<file path="config.mk">
export PLATFORM = sky130hd
export DESIGN_NAME = comm_cmd_sender
export DESIGN_NICKNAME = d
export VERILOG_FILES = /design/src/rtl/comm_pkg.sv /design/src/rtl/comm_cmd_sender_uart.sv /design/src/rtl/comm_cmd_sender.sv
export SDC_FILE = /design/constraint.sdc
export NUM_CORES = 1
export LEC_CHECK = 0
export BUFFER_PORTS_ARGS = -buffer_cell sky130_fd_sc_hd__clkbuf_2
export CAP_MARGIN = 30
export CELL_PAD_IN_SITES_DETAIL_PLACEMENT = 1
export CELL_PAD_IN_SITES_GLOBAL_PLACEMENT = 1
export CORE_MARGIN = 5
export CORE_UTILIZATION = 47
export CTS_CLUSTER_DIAMETER = 60
export DETAILED_ROUTE_END_ITERATION = 16
export PLACE_DENSITY_LB_ADDON = 0.1
export REMOVE_ABC_BUFFERS = 1
export SYNTH_ARGS = -nofsm -noshare
export SYNTH_HDL_FRONTEND = slang
export SYNTH_SLANG_ARGS = --single-unit
</file>
<file path="constraint.sdc">
create_clock -name clk -period 1.9 [get_ports clk]
set_input_delay 0.095 -clock clk [delete_from_list [all_inputs] [get_ports clk]]
set_output_delay 0.095 -clock clk [all_outputs]
set_load 0.03 [all_outputs]
</file>
<file path="src/rtl/comm_pkg.sv">
// Shared definitions for the UART command sender.
//   cmd_state_t : command FSM states
//   BAUD_DIV    : clk cycles per UART bit, shared by the sender and its UART core
//   cnt_w()     : counter width helper that never returns zero
package comm_pkg;

  typedef enum logic [1:0] {IDLE, XMIT, WAIT_TX, WAIT_RESP} cmd_state_t;

  localparam int BAUD_DIV = 8;

  // Width needed to hold values 0..n-1; a 1-bit minimum keeps degenerate
  // parameter choices (n <= 1) from producing zero-width vectors.
  function automatic int cnt_w(input int n);
    return (n > 1) ? $clog2(n) : 1;
  endfunction

endpackage

</file>
<file path="src/rtl/comm_cmd_sender_uart.sv">
// 8N1 UART core: one transmitter, one receiver, shared baud divisor.
// Ports:
//   clk, rst_n      clock, asynchronous active-low reset
//   trmt            1-cycle strobe: start sending tx_data (ignored while sending)
//   tx_data[7:0]    byte to send, LSB first
//   tx_done         1-cycle pulse after the stop bit has been driven
//   tx              serial out, idle high
//   rx              serial in (asynchronous, synchronised here)
//   rx_rdy          set when a byte is received; cleared by clr_rx_rdy or a new start bit
//   rx_data[7:0]    last byte received, stable until the next byte completes
//   clr_rx_rdy      clears rx_rdy (a completing byte in the same cycle wins)
module comm_cmd_sender_uart
  import comm_pkg::*;
#(
  parameter int BAUD = BAUD_DIV
) (
  input  logic       clk,
  input  logic       rst_n,
  input  logic       trmt,
  input  logic [7:0] tx_data,
  output logic       tx_done,
  output logic       tx,
  input  logic       rx,
  output logic       rx_rdy,
  output logic [7:0] rx_data,
  input  logic       clr_rx_rdy
);

  localparam int BAUD_W = cnt_w(BAUD);
  localparam logic [BAUD_W-1:0] BAUD_LAST = BAUD_W'(BAUD - 1);
  localparam logic [BAUD_W-1:0] BAUD_HALF = BAUD_W'(BAUD / 2);

  logic              tx_busy;
  logic [BAUD_W-1:0] tx_baud;
  logic [3:0]        tx_bits;
  logic [9:0]        tx_shift;

  // The line is always the LSB of the frame register; it resets to all ones so
  // an aborted frame leaves the line high immediately.
  assign tx = tx_shift[0];

  always_ff @(posedge clk or negedge rst_n) begin
    if (!rst_n) begin
      tx_busy  <= 1'b0;
      tx_baud  <= '0;
      tx_bits  <= '0;
      tx_shift <= '1;
      tx_done  <= 1'b0;
    end else begin
      tx_done <= 1'b0;
      if (trmt && !tx_busy) begin
        tx_busy  <= 1'b1;
        tx_baud  <= '0;
        tx_bits  <= '0;
        tx_shift <= {1'b1, tx_data, 1'b0};
      end else if (tx_busy) begin
        if (tx_baud == BAUD_LAST) begin
          tx_baud  <= '0;
          tx_shift <= {1'b1, tx_shift[9:1]};
          if (tx_bits == 4'd9) begin
            tx_busy <= 1'b0;
            tx_done <= 1'b1;
          end else begin
            tx_bits <= tx_bits + 4'd1;
          end
        end else begin
          tx_baud <= tx_baud + 1'b1;
        end
      end
    end
  end

  logic [1:0]        rx_sync;
  logic              rx_s;
  logic              rx_busy;
  logic [BAUD_W-1:0] rx_baud;
  logic [3:0]        rx_bits;
  logic [7:0]        rx_shift;

  assign rx_s = rx_sync[1];

  // Start bit detection preloads the baud counter to half a bit so every
  // subsequent sample lands mid-bit. Bit index 0 is the start bit, 1..8 data,
  // 9 the stop bit.
  always_ff @(posedge clk or negedge rst_n) begin
    if (!rst_n) begin
      rx_sync  <= 2'b11;
      rx_busy  <= 1'b0;
      rx_baud  <= '0;
      rx_bits  <= '0;
      rx_shift <= '0;
      rx_data  <= '0;
      rx_rdy   <= 1'b0;
    end else begin
      rx_sync <= {rx_sync[0], rx};
      if (clr_rx_rdy) begin
        rx_rdy <= 1'b0;
      end
      if (!rx_busy) begin
        if (!rx_s) begin
          rx_busy <= 1'b1;
          rx_baud <= BAUD_HALF;
          rx_bits <= '0;
          rx_rdy  <= 1'b0;
        end
      end else if (rx_baud == BAUD_LAST) begin
        rx_baud <= '0;
        rx_bits <= rx_bits + 4'd1;
        if (rx_bits == 4'd0) begin
          // Line back high mid start bit: a glitch, not a frame.
          if (rx_s) begin
            rx_busy <= 1'b0;
          end
        end else if (rx_bits == 4'd9) begin
          rx_busy <= 1'b0;
          rx_data <= rx_shift;
          rx_rdy  <= 1'b1;
        end else begin
          rx_shift <= {rx_s, rx_shift[7:1]};
        end
      end else begin
        rx_baud <= rx_baud + 1'b1;
      end
    end
  end

endmodule

</file>
<file path="src/rtl/comm_cmd_sender.sv">
// UART command transmitter with response tracking. Latches a NUM_BYTES-wide
// command, sends it byte by byte (MSB or LSB byte first), then waits for a
// one-byte response, flagging a sticky timeout if none arrives.
// Ports:
//   clk, rst_n      clock, asynchronous active-low reset
//   cmd             command word, sampled when send_cmd is accepted
//   send_cmd        request to send cmd (ignored while busy)
//   RX / TX         serial in / serial out (TX idle high)
//   clr_resp_rdy    clears resp_rdy
//   busy            command transmission in progress (XMIT / WAIT_TX)
//   cmd_sent        last byte done; held until the next accepted send_cmd
//   resp_rdy, resp  response byte valid / response byte
//   resp_timeout    sticky: no response within TIMEOUT_CYC cycles
module comm_cmd_sender
  import comm_pkg::*;
#(
  parameter int NUM_BYTES   = 2,
  parameter bit MSB_FIRST   = 1'b1,
  parameter int TIMEOUT_CYC = 1_000_000
) (
  input  logic                   clk,
  input  logic                   rst_n,
  input  logic [8*NUM_BYTES-1:0] cmd,
  input  logic                   send_cmd,
  input  logic                   RX,
  input  logic                   clr_resp_rdy,
  output logic                   TX,
  output logic                   busy,
  output logic                   cmd_sent,
  output logic                   resp_rdy,
  output logic [7:0]             resp,
  output logic                   resp_timeout
);

  localparam int CMD_W = 8 * NUM_BYTES;
  localparam int CNT_W = cnt_w(NUM_BYTES);
  localparam int TMO_W = cnt_w(TIMEOUT_CYC + 1);
  localparam logic [CNT_W-1:0] LAST_BYTE = CNT_W'(NUM_BYTES - 1);
  localparam logic [TMO_W-1:0] TMO_LAST  = TMO_W'(TIMEOUT_CYC - 1);

  cmd_state_t       state, nxt_state;
  logic [CMD_W-1:0] shreg;
  logic [CNT_W-1:0] byte_cnt;
  logic [TMO_W-1:0] tmo_cnt;
  logic             resp_rdy_q;
  logic             resp_rise;
  logic             trmt;
  logic             tx_done;
  logic [7:0]       tx_byte;
  logic             accept;
  logic             advance;
  logic             finish;
  logic             tmo_hit;

  // The outgoing byte always sits at the same end of the shift register.
  assign tx_byte   = MSB_FIRST ? shreg[CMD_W-1 -: 8] : shreg[7:0];
  assign resp_rise = resp_rdy & ~resp_rdy_q;
  assign busy      = (state == XMIT) || (state == WAIT_TX);

  always_ff @(posedge clk or negedge rst_n) begin
    if (!rst_n) begin
      state <= IDLE;
    end else begin
      state <= nxt_state;
    end
  end

  always_comb begin
    nxt_state = state;
    trmt      = 1'b0;
    accept    = 1'b0;
    advance   = 1'b0;
    finish    = 1'b0;
    tmo_hit   = 1'b0;
    unique case (state)
      IDLE: begin
        if (send_cmd) begin
          accept    = 1'b1;
          nxt_state = XMIT;
        end
      end
      XMIT: begin
        trmt      = 1'b1;
        nxt_state = WAIT_TX;
      end
      WAIT_TX: begin
        // send_cmd is deliberately not looked at here, including on the
        // final tx_done.
        if (tx_done) begin
          if (byte_cnt == LAST_BYTE) begin
            finish    = 1'b1;
            nxt_state = WAIT_RESP;
          end else begin
            advance   = 1'b1;
            nxt_state = XMIT;
          end
        end
      end
      WAIT_RESP: begin
        // A new command takes priority; a response on the last count cycle
        // beats the timeout.
        if (send_cmd) begin
          accept    = 1'b1;
          nxt_state = XMIT;
        end else if (resp_rise || (TIMEOUT_CYC == 0)) begin
          nxt_state = IDLE;
        end else if (tmo_cnt == TMO_LAST) begin
          tmo_hit   = 1'b1;
          nxt_state = IDLE;
        end
      end
      default: nxt_state = IDLE;
    endcase
  end

  always_ff @(posedge clk or negedge rst_n) begin
    if (!rst_n) begin
      shreg        <= '0;
      byte_cnt     <= '0;
      tmo_cnt      <= '0;
      cmd_sent     <= 1'b0;
      resp_timeout <= 1'b0;
      resp_rdy_q   <= 1'b0;
    end else begin
      resp_rdy_q <= resp_rdy;
      if (accept) begin
        shreg        <= cmd;
        byte_cnt     <= '0;
        cmd_sent     <= 1'b0;
        resp_timeout <= 1'b0;
      end else if (advance) begin
        shreg    <= MSB_FIRST ? (shreg << 8) : (shreg >> 8);
        byte_cnt <= byte_cnt + 1'b1;
      end
      if (finish) begin
        cmd_sent <= 1'b1;
      end
      if (tmo_hit) begin
        resp_timeout <= 1'b1;
      end
      // Held at zero outside WAIT_RESP, so it always starts from zero there.
      if (state == WAIT_RESP) begin
        tmo_cnt <= tmo_cnt + 1'b1;
      end else begin
        tmo_cnt <= '0;
      end
    end
  end

  comm_cmd_sender_uart #(
    .BAUD(BAUD_DIV)
  ) u_uart (
    .clk       (clk),
    .rst_n     (rst_n),
    .trmt      (trmt),
    .tx_data   (tx_byte),
    .tx_done   (tx_done),
    .tx        (TX),
    .rx        (RX),
    .rx_rdy    (resp_rdy),
    .rx_data   (resp),
    .clr_rx_rdy(clr_resp_rdy)
  );

endmodule

</file>
# --- Word level (Yosys, flattened, before mapping) ---
# Cells that the tools add are included.
classes:
  addsub: 6
  eq_ne: 14
  muxes: 63
  bitwise_logic: 4
  n_reduce_logical: 17
ops:
  columns: ["op", "n"]
  rows:
  - ["$mux 1", 37]
  - ["$mux 16", 2]
  - ["$mux 10", 3]
  - ["$mux 4", 7]
  - ["$add 20x1->20 const B", 1]
  - ["$eq 20x20->1 const B", 1]
  - ["$mux 20", 1]
  - ["$mux 3", 6]
  - ["$mux 2", 6]
  - ["$reduce_bool 2->1", 5]
  - ["$add 4x1->4 const B", 2]
  - ["$eq 4x4->1 const B", 2]
  - ["$pmux 2 s4", 1]
  - ["$reduce_and 4->1", 2]
  - ["$add 3x1->3 const B", 2]
  - ["$eq 3x3->1 const B", 2]
  - ["$ne 2x2->1 const B", 3]
  - ["$reduce_and 3->1", 2]
  - ["$eq 2x2->1 const B", 2]
  - ["$logic_not 4->1", 1]
  - ["$ne 2x1->1 const B", 2]
  - ["$ne 4x4->1 const B", 1]
  - ["$reduce_and 2->1", 2]
  - ["$not 1->1", 3]
  - ["8 further kinds", 8]
word_totals:
  regBits: 88
  in_bits: 21
  output_inout_bits: 13
  word_cells: 123

# --- Longest topological paths before layout ---
# Gate-level depths: netlist (run 1).
logic_depth:
  word_depth: 6
  ltp_mapped: 7
  depth_no_buf: 6

# --- Cells and area by module ---
# From an unflattened synthesis (run 1), not the netlist that was laid out.
hier_totals:
  hier_cells: 353
  area_unflattened_um2: 4055.1
by_module_without_submodules:
  columns: ["mod", "instances", "cells_each", "area_each_um2", "seq_area_each_um2"]
  rows:
  - ["comm_cmd_sender", 1, 192, 2049.5, 1051.0]
  - ["comm_cmd_sender_uart", 1, 161, 2005.7, 1139.8]

# --- Worst setup path before layout (run 1) ---
# Ideal clock, no wire load.
synth_timing:
  path_kind: "register to register"
  start: "register state[0]"
  end: "register shreg[10]"
  setup_ps: 82
  t_arrival_ps: 1801
  required_ps: 1818
  slack_ps: 18
  path_stages_with_launch: 8
  path_buffers: 2
  synth_period_minus_slack_ps: 1882
  path_cell_list: "dfrtp_1 > inv_1 > ha_1 > nor2b_1 > clkbuf_1 > buf_1 > nand2_1 > a31oi_1"
synth_via:
  elab_chain_len: 4
  elab_cells_between_ends: 8
  cone_classes: "eq/ne: 2; mux: 3; reduce/logical: 3"
synth_rtl:
  columns: ["element", "line_no", "rtl"]
  rows:
  - ["from (decl)", "comm_cmd_sender.sv:41", "cmd_state_t state, nxt_state;"]
  - ["from (signal assigned)", "comm_cmd_sender.sv:64", "state <= nxt_state;"]
  - ["$eq 2x2->1 or $logic_not 2->1 (tied branches)", "comm_cmd_sender.sv:75", "unique case (state)"]
  - ["$reduce_or 2->1 (no source line)", null, null]
  - ["$mux 1", null, null]
  - ["$mux 16 or $reduce_bool 2->1 (tied branches)", null, null]
  - ["to (signal assigned)", "comm_cmd_sender.sv:127", "shreg <= cmd;"]
  - ["to (signal assigned)", "comm_cmd_sender.sv:132", "shreg <= MSB_FIRST ? (shreg << 8) : (shreg >> 8);"]
  - ["to (decl)", "comm_cmd_sender.sv:42", "logic [CMD_W-1:0] shreg;"]
# Several ways; a longest one is shown, not always the timed one.
# A chain may end at the register's enable or synchronous reset.

# --- Worst setup path after layout (run 1) ---
layout_timing:
  start: "register state[0]"
  end: "register state[0]"
layout_via:
  elab_chain_len: 3
  elab_cells_between_ends: 9
  cone_classes: "eq/ne: 6; mux: 1; reduce/logical: 2"
layout_rtl:
  columns: ["element", "line_no"]
  rows:
  - ["$eq 2x2->1 or $logic_not 2->1 (tied branches)", "comm_cmd_sender.sv:75"]
  - ["$ne 4x4->1 (no source line), or another cell as far along", null]
  - ["$reduce_and 3->1 (no source line)", null]
# Several ways; a longest one is shown, not always the timed one.

==> results of run 1 <==
-- power groups by stage --
| stage | combinational (uW) | sequential, uW | clock (uW) |
|---|---|---|---|
| 3_3_place_gp | 1870 | 2810 | 0 |
| 4_1_cts | 2060 | 2810 | 1350 |
| 3_5_place_dp | 2000 | 2840 | 0 |
| 2_1_floorplan | 1370 | 2770 | 0 |
| 5_1_grt | 2320 | 2890 | 1430 |
| 6_report | 2060 | 2810 | 1310 |
-- per-stage QoR --
step	hold WS (ns)	area (um^2)	utilization (%)	std cells
after floorplan	-0.201	3970	-	354
after global placement	0.0142	4400	53.3	506
after detailed placement	0.0189	4400	53.3	506
after CTS	0.113	4790	58.0	541
after global routing	0.170	4820	58.4	544
final	0.141	4820	58.4	544
-- cell type report --
cell class	count	area, um^2	share of cell area (%)
Clock inverter	6	67.6	1.40
Inverter	11	41.3	0.856
Multi-Input combinational cell	256	1760	36.4
Sequential cell	87	2190	45.4
Timing Repair Buffer	69	510	10.6
Clock buffer	10	128	2.65
Tap cell	105	131	2.72
-- worst reg2reg max path: stages, from the launching register on --
cell and delay (ns):
dfrtp_1 0.42, inv_1 0.12, ha_2 0.23, nor2b_1 0.19, or4_1 0.48, o22ai_1 0.17
a21o_1 0.11
-- cell families after synthesis --
| logic type | share of synthesized area (%) |
|---|---|
| flops | 54.5 |
| xor+xnor | 3.70 |
| compound gates | 10.8 |
| mux | 6.72 |
| buf+inv | 2.18 |
| fa+ha+maj | 4.67 |
| simple gates | 17.5 |
-- cells in the final DEF (no fill, tap or decap), drive strengths merged, types with 10 or more instances in the layout --
master / count
dfrtp: 76
nand2: 45
clkbuf: 42
nor2: 35
dlygate4sd3: 19
buf: 18
mux2: 16
ha: 15
a22o: 14
o21ai: 13
inv: 13
dfstp: 11
xor2: 10
-- path summary, 6_finish.rpt --
kind | from | end | slack (ns) | cells after the start
max in group asynchronous | rst_n | u_uart.tx_shift[6]$_DFFE_PN1P_ | 1.07 | 3
worst max register to register | state[0]$_DFFE_PN0P_ | state[0]$_DFFE_PN0P_ | 0.11 | 6
worst min register to register | u_uart.rx_sync[0]$_DFF_PN1_ | u_uart.rx_sync[1]$_DFF_PN1_ | 0.36 | 0
worst min-delay path | send_cmd | resp_timeout$_DFFE_PN0P_ | 0.14 | 4
min in group asynchronous | rst_n | u_uart.tx_bits[0]$_DFFE_PN0P_ | 0.17 | 2
worst max-delay path | state[0]$_DFFE_PN0P_ | state[0]$_DFFE_PN0P_ | 0.11 | 6
-- layer usage --
layer	up-vias	wire length, um	global-route usage, %
met2	40	4910	33.6
met4	0	65	4.84
met3	8	233	3.28
li1	1426	-	-
met5	-	0	0
met1	1547	4150	26.0
-- sequential cells by signal, summed over array words and instances (netlist names) --
name,flops
u_uart.tx_busy,1
u_uart.tx_bits,4
state,2
cmd_sent,1
u_uart.tx_shift,9
byte_cnt,1
u_uart.rx_bits,4
u_uart.rx_baud,3
u_uart.tx_baud,3
u_uart.tx_done,1
resp_timeout,1
u_uart.rx_busy,1
u_uart.rx_shift,8
tmo_cnt,20
u_uart.rx_sync,2
u_uart.rx_rdy,1
u_uart.rx_data,8
resp_rdy_q,1
shreg,16
-- repair_timing --
action,in CTS,in global routing
endpoints found under the hold margin,81,0
hold buffers,19,0
buffers inserted,0,3
resized for setup,0,3
endpoints found under the setup margin,0,6
==> flow_summary.yaml, run 1 <==
clock_network:
  cts_root_buf: "clkbuf_8"
  clk_pin_slew_worst_paths_ns: 0.09
  numCtsBuffers: 9
  cts_tree: "built"
  clk_latency_ns: 0.36
  clock_sinks: 87
  htreeDepth: 3
  cts_buffer_depth: 2
place:
  hpwlAfterDp_um: 6460
  pre_cts_slack_ns: 0.0196
  port_buffers: 33
  gp_congestion: 0.844
route:
  drt_iter0_drc: 86
  via_per_inst: 5.55
  drc: 0
  routedWlPerCell_um: 17.2
  vias: 3021
  first_pass_iters: 4
  antenna_left: 0
  drt-total-wl_um: 9360
floorplan:
  io_pins: 34
  dieArea_um2: 10500
  start_util_pct: 48.7
  chipWidth_um: 102
  coreArea_um2: 8260
  row_count: 33
  die_h_um: 102
timing:
  tns_ns: 0
  relSlewSlack_pct: 64.7
  final-max-slew-violation-count: 0
  tightestPinTransition_ns: 0.527
  hold_violations: 0
  timing.final.ws_setup_ns: 0.108
  finClkSkew_ns: 0.0158
  rsz0062_at_grt: "no"
  finalSetupViolCount: 0
  min_period_over_period_pct: 94.3
  max_freq_ghz: 0.558
  min_period_ns: 1.79
logic_synthesis:
  synth_area_leaders: "dfrtp_1, dfstp_2, ha_1"
  postSynthCellCount: 366
  synth_cell_type_count: 52
  yosysSeqAreaShare_pct: 54.5
  post-synth-top-count-cell: "dfrtp_1"
  avgSynthCellArea_um2: 11.0
  synth_edf_count: 0
  async_flop_share_pct: 100
  synthFlopType: "dfrtp_1"
  syn_area_um2: 4020
  yosysWarnings: 0
  ys_ff_latch: 87
  yosys.area.top_type: "dfrtp_1"
  synth_top_area_share_pct: 47.3
  synth_common_cells: "dfrtp_1, nand2_1, nor2_1"
setup_path:
  cp-start-kind: "register"
  critPathArrivalTime_ns: 2.10
  required_ns: 2.20
  cp_cell_sequence: "inv_1 -> ha_2 -> nor2b_1 -> or4_1 -> o22ai_1 -> a21o_1"
  critPathTopFamily: "simple AND/OR/NAND/NOR gates"
  cpPeakStageDelay_ns: 0.48
  crit_type: "reg2reg"
  cp_slowest_cell: "or4_1"
  cp_num_buf_inv: 1
  crit_fanout: 5
  cp-end-kind: "register"
grt:
  antenna_found_initial: 0
  grt_pass1_wl_um: 16300
  grt_pass1_vias: 3290
  grt_overflow_total: 0
  grt_max_degree: 45
  track_usage_pct: 19.6
pwr:
  internal-power_uw: 3980
  p_clk_share_pct: 21.2
  leakagePower_uw: 0.00222
  total_power_uw: 6180
  power_density_nw_per_um2: 1280
  sw_frac_of_total_pct: 35.6
  peakVddDrop_mv: 0.704
  p_comb_share_pct: 33.3
  p_switching_uw: 2200
  p_seq_share_pct: 45.5
finish:
  drive_above_1_share_pct: 21.2
  syn2layout_area_growth_pct: 20.0
  antennaDiodeCount: 0
  fin_nets: 470
  fill_cells: 916
status:
  outcome: "completed"
flow_run:
  max_cap_violations: 0
worst_hold_path:
  hold_class: "in2reg"
No activity file was read; power rests on OpenSTA's default activity.
==> run 2, diff against run 1 <==
--- a/config.mk
+++ b/config.mk
@@ -5,12 +5,13 @@
 export SDC_FILE = /design/constraint.sdc
 export NUM_CORES = 1
 export LEC_CHECK = 0
+export ABC_AREA = 1
 export BUFFER_PORTS_ARGS = -buffer_cell sky130_fd_sc_hd__clkbuf_2
 export CAP_MARGIN = 30
 export CELL_PAD_IN_SITES_DETAIL_PLACEMENT = 1
 export CELL_PAD_IN_SITES_GLOBAL_PLACEMENT = 1
 export CORE_MARGIN = 5
-export CORE_UTILIZATION = 47
+export CORE_UTILIZATION = 45
 export CTS_CLUSTER_DIAMETER = 60
 export DETAILED_ROUTE_END_ITERATION = 16
 export PLACE_DENSITY_LB_ADDON = 0.1
@@ -18,3 +19,4 @@
 export SYNTH_ARGS = -nofsm -noshare
 export SYNTH_HDL_FRONTEND = slang
 export SYNTH_SLANG_ARGS = --single-unit
+export TNS_END_PERCENT = 100
==> run 2 against run 1 <==
Effect of this change:
- sequential share of layout area increased by 0.99 points
- global-route usage shrank 1.8 points
- count of clock-buffer cells in the layout unchanged
- clock skew rose by 0.0021 ns
- die area increased by 5.1%
- largest cell class unchanged
- first-iteration DRC count decreased by 1.2%
- register-to-register slack better by 0.05 ns
- setup slack better by 0.051 ns
- synthesized area grew 1.2%
- cell count rose by 16%
- sequential power is 3% lower
- maximum frequency is 2.9% higher
==> flow_summary.yaml, run 2 <==
finish:
  multi_input_area_um2: 1580
  mostFrequentLayoutCells: "nand2_1, dfrtp_1, inv_1, nor2_1, o21ai_0"
  reg_top3: "tmo_cnt: 20 flops, shreg: 16 flops, u_uart.tx_shift: 9 flops"
  drive_above_1_share_pct: 15.8
  instances_no_fill: 633
  antennaDiodeCount: 0
  final_common_cell: "nand2_1"
  fin_nets: 556
  largest_reg_flops: 20
  regArea_um2: 2190
  final_util_pct: 53.9
  registers.top_by_ff_count: "tmo_cnt"
  syn2layout_area_growth_pct: 16.1
  fill_cells: 1063
grt:
  grt_pass1_wl_um: 16400
  grt_pass1_vias: 3432
  grtUsageMet3_pct: 3.82
  grt_max_degree: 38
  met1_usage_pct: 24.9
  grt_overflow_total: 0
  busiest_layer: "met2"
  grtUsageMet2_pct: 28.7
  track_usage_pct: 17.9
  antenna_found_initial: 0
setup_path:
  cp_slowest_cell: "dfrtp_1"
  r2r_end: "shreg[14]$_DFFE_PN0P_"
  r2r_cells: 8
  cp-end-kind: "register"
  crit_fanout: 24
  rrSetupSlack_ns: 0.16
  critPathArrivalTime_ns: 2.02
  r2r-start: "state[0]$_DFFE_PN0P_"
  required_ns: 2.18
  cpPeakStageDelay_ns: 0.43
  crit_type: "reg2reg"
  cp-start-kind: "register"
  cp_cell_sequence: "inv_1 -> ha_1 -> nor2_4 -> inv_4 -> o21ai_2 -> buf_8 -> nor2_1 -> a31oi_1"
flow_run:
  max_cap_violations: 0
place:
  dpl.cell_count: 602
  gp_congestion: 0.792
  hpwlAfterDp_um: 6600
  pre_cts_slack_ns: 0.0492
  port_buffers: 33
logic_synthesis:
  yosys.area.top_type: "dfrtp_1"
  synth_top_area_share_pct: 46.8
  synth_area_leaders: "dfrtp_1, nand2_1, dfstp_2"
  synthFlopType: "dfrtp_1"
  synth_cell_type_count: 39
  post-synth-top-count-cell: "nand2_1"
  async_flop_share_pct: 100
  synth_edf_count: 0
  avgSynthCellArea_um2: 8.77
  yosysSeqAreaShare_pct: 53.9
  yosysWarnings: 0
  synth_common_cells: "nand2_1, dfrtp_1, inv_1, nor2_1, o21ai_0"
  ys_ff_latch: 87
  syn_area_um2: 4070
  postSynthCellCount: 464
timing:
  timing.final.ws_setup_ns: 0.159
  tightestPinTransition_ns: 0.451
  final-max-slew-violation-count: 0
  tns_ns: 0
  relSlewSlack_pct: 69.9
  max_freq_ghz: 0.574
  hold_violations: 0
  rsz0062_at_grt: "no"
  min_period_over_period_pct: 91.6
  min_period_ns: 1.74
  finClkSkew_ns: 0.0179
  finalSetupViolCount: 0
clock_network:
  clk_latency_ns: 0.37
  htreeDepth: 3
  numCtsBuffers: 9
  clk_pin_slew_worst_paths_ns: 0.10
  clock_sinks: 87
  cts_root_buf: "clkbuf_8"
  cts_tree: "built"
  cts_buffer_depth: 2
pwr:
  power_density_nw_per_um2: 1270
  leakagePower_uw: 0.00226
  peakVddDrop_mv: 0.662
worst_hold_path:
  worstHoldStart: "cmd[13]"
  hold_class: "in2reg"
  hold_depth: 3
  min_to: "shreg[13]$_DFFE_PN0P_"
route:
  first_pass_iters: 4
  vias: 3207
  drt-total-wl_um: 9080
  drc: 0
  antenna_left: 0
  via_per_inst: 5.07
  drt_iter0_drc: 85
  routedWlPerCell_um: 14.3
floorplan:
  dieArea_um2: 11000
  io_pins: 34
  start_util_pct: 46.4
  coreArea_um2: 8760
  chipWidth_um: 105
  row_count: 34
  die_h_um: 105
status:
  outcome: "completed"
[run 2: cell types whose count changed after synthesis, sizes merged, moves of 11 or more]
cell	before	now
a21oi	9	20
nor2	35	65
inv	11	60
a22o	14	2
o21ai	13	54
mux2	16	0
nand2	45	101
[run 2: layer usage]
layer / share of wire (%) / wire length, um
met5: 0 / 0
met4: 0.88 / 80
met3: 2.6 / 239
met2: 48 / 4380
met1: 48 / 4380
[run 2: how the worst max path moves through the flow]
stage	start	endpoint	slack, ns
2_1_floorplan	state[0]$_DFFE_PN0P_	shreg[8]$_DFFE_PN0P_	-0.13
3_3_place_gp	state[0]$_DFFE_PN0P_	shreg[8]$_DFFE_PN0P_	0.20
3_5_place_dp	state[0]$_DFFE_PN0P_	shreg[14]$_DFFE_PN0P_	0.05
4_1_cts	state[0]$_DFFE_PN0P_	shreg[14]$_DFFE_PN0P_	0.03
5_1_grt	state[0]$_DFFE_PN0P_	shreg[15]$_DFFE_PN0P_	0.02
6_report	state[0]$_DFFE_PN0P_	shreg[14]$_DFFE_PN0P_	0.16
[run 2: where the power goes]
group | switching [uW] | internal [uW] | leakage (uW)
sequential | 309 | 2410 | 0.00110
clock | 736 | 532 | 0.0000950
combinational | 1230 | 761 | 0.00107
[run 2: area by class of cell]
cell class              instances  area share [%]
flip-flops and latches         87            46.4
multi-input cells             307            33.5
repair buffers                 55            8.21
inverters                      60            4.93
clock buffers                  10            2.91
well taps                     108            2.86
clock inverters                 6            1.14
[run 2: cell families after synthesis]
family | count (synthesis) | share of synthesized area (%)
xor+xnor | 4 | 0.861
compound gates | 91 | 12.5
simple gates | 197 | 20.9
buf+inv | 70 | 7.32
flops | 87 | 53.9
fa+ha+maj | 15 | 4.61
[run 2: through the flow]
stage,power (uW),instance area (um^2),hold slack (ns)
floorplan,4040,4000,-0.201
global placement,4550,4370,0.0545
detailed placement,4710,4370,0.0576
CTS,6010,4700,0.0394
global route,6480,4720,0.0401
finish,5980,4720,0.0492
[run 2: critical path: cells and delay by family, from the launching register on]
kind	cells	cell delay [ns]
flops	1	0.43
buf+inv	3	0.42
simple gates	2	0.21
fa+ha+maj	1	0.36
compound gates	2	0.24
[run 2: timing repair]
action                     in CTS  in global routing
hold endpoints to repair       42                  0
setup buffers                   0                  1
setup endpoints to repair       0                 16
hold buffers                   14                  0
resized for setup               0                  4
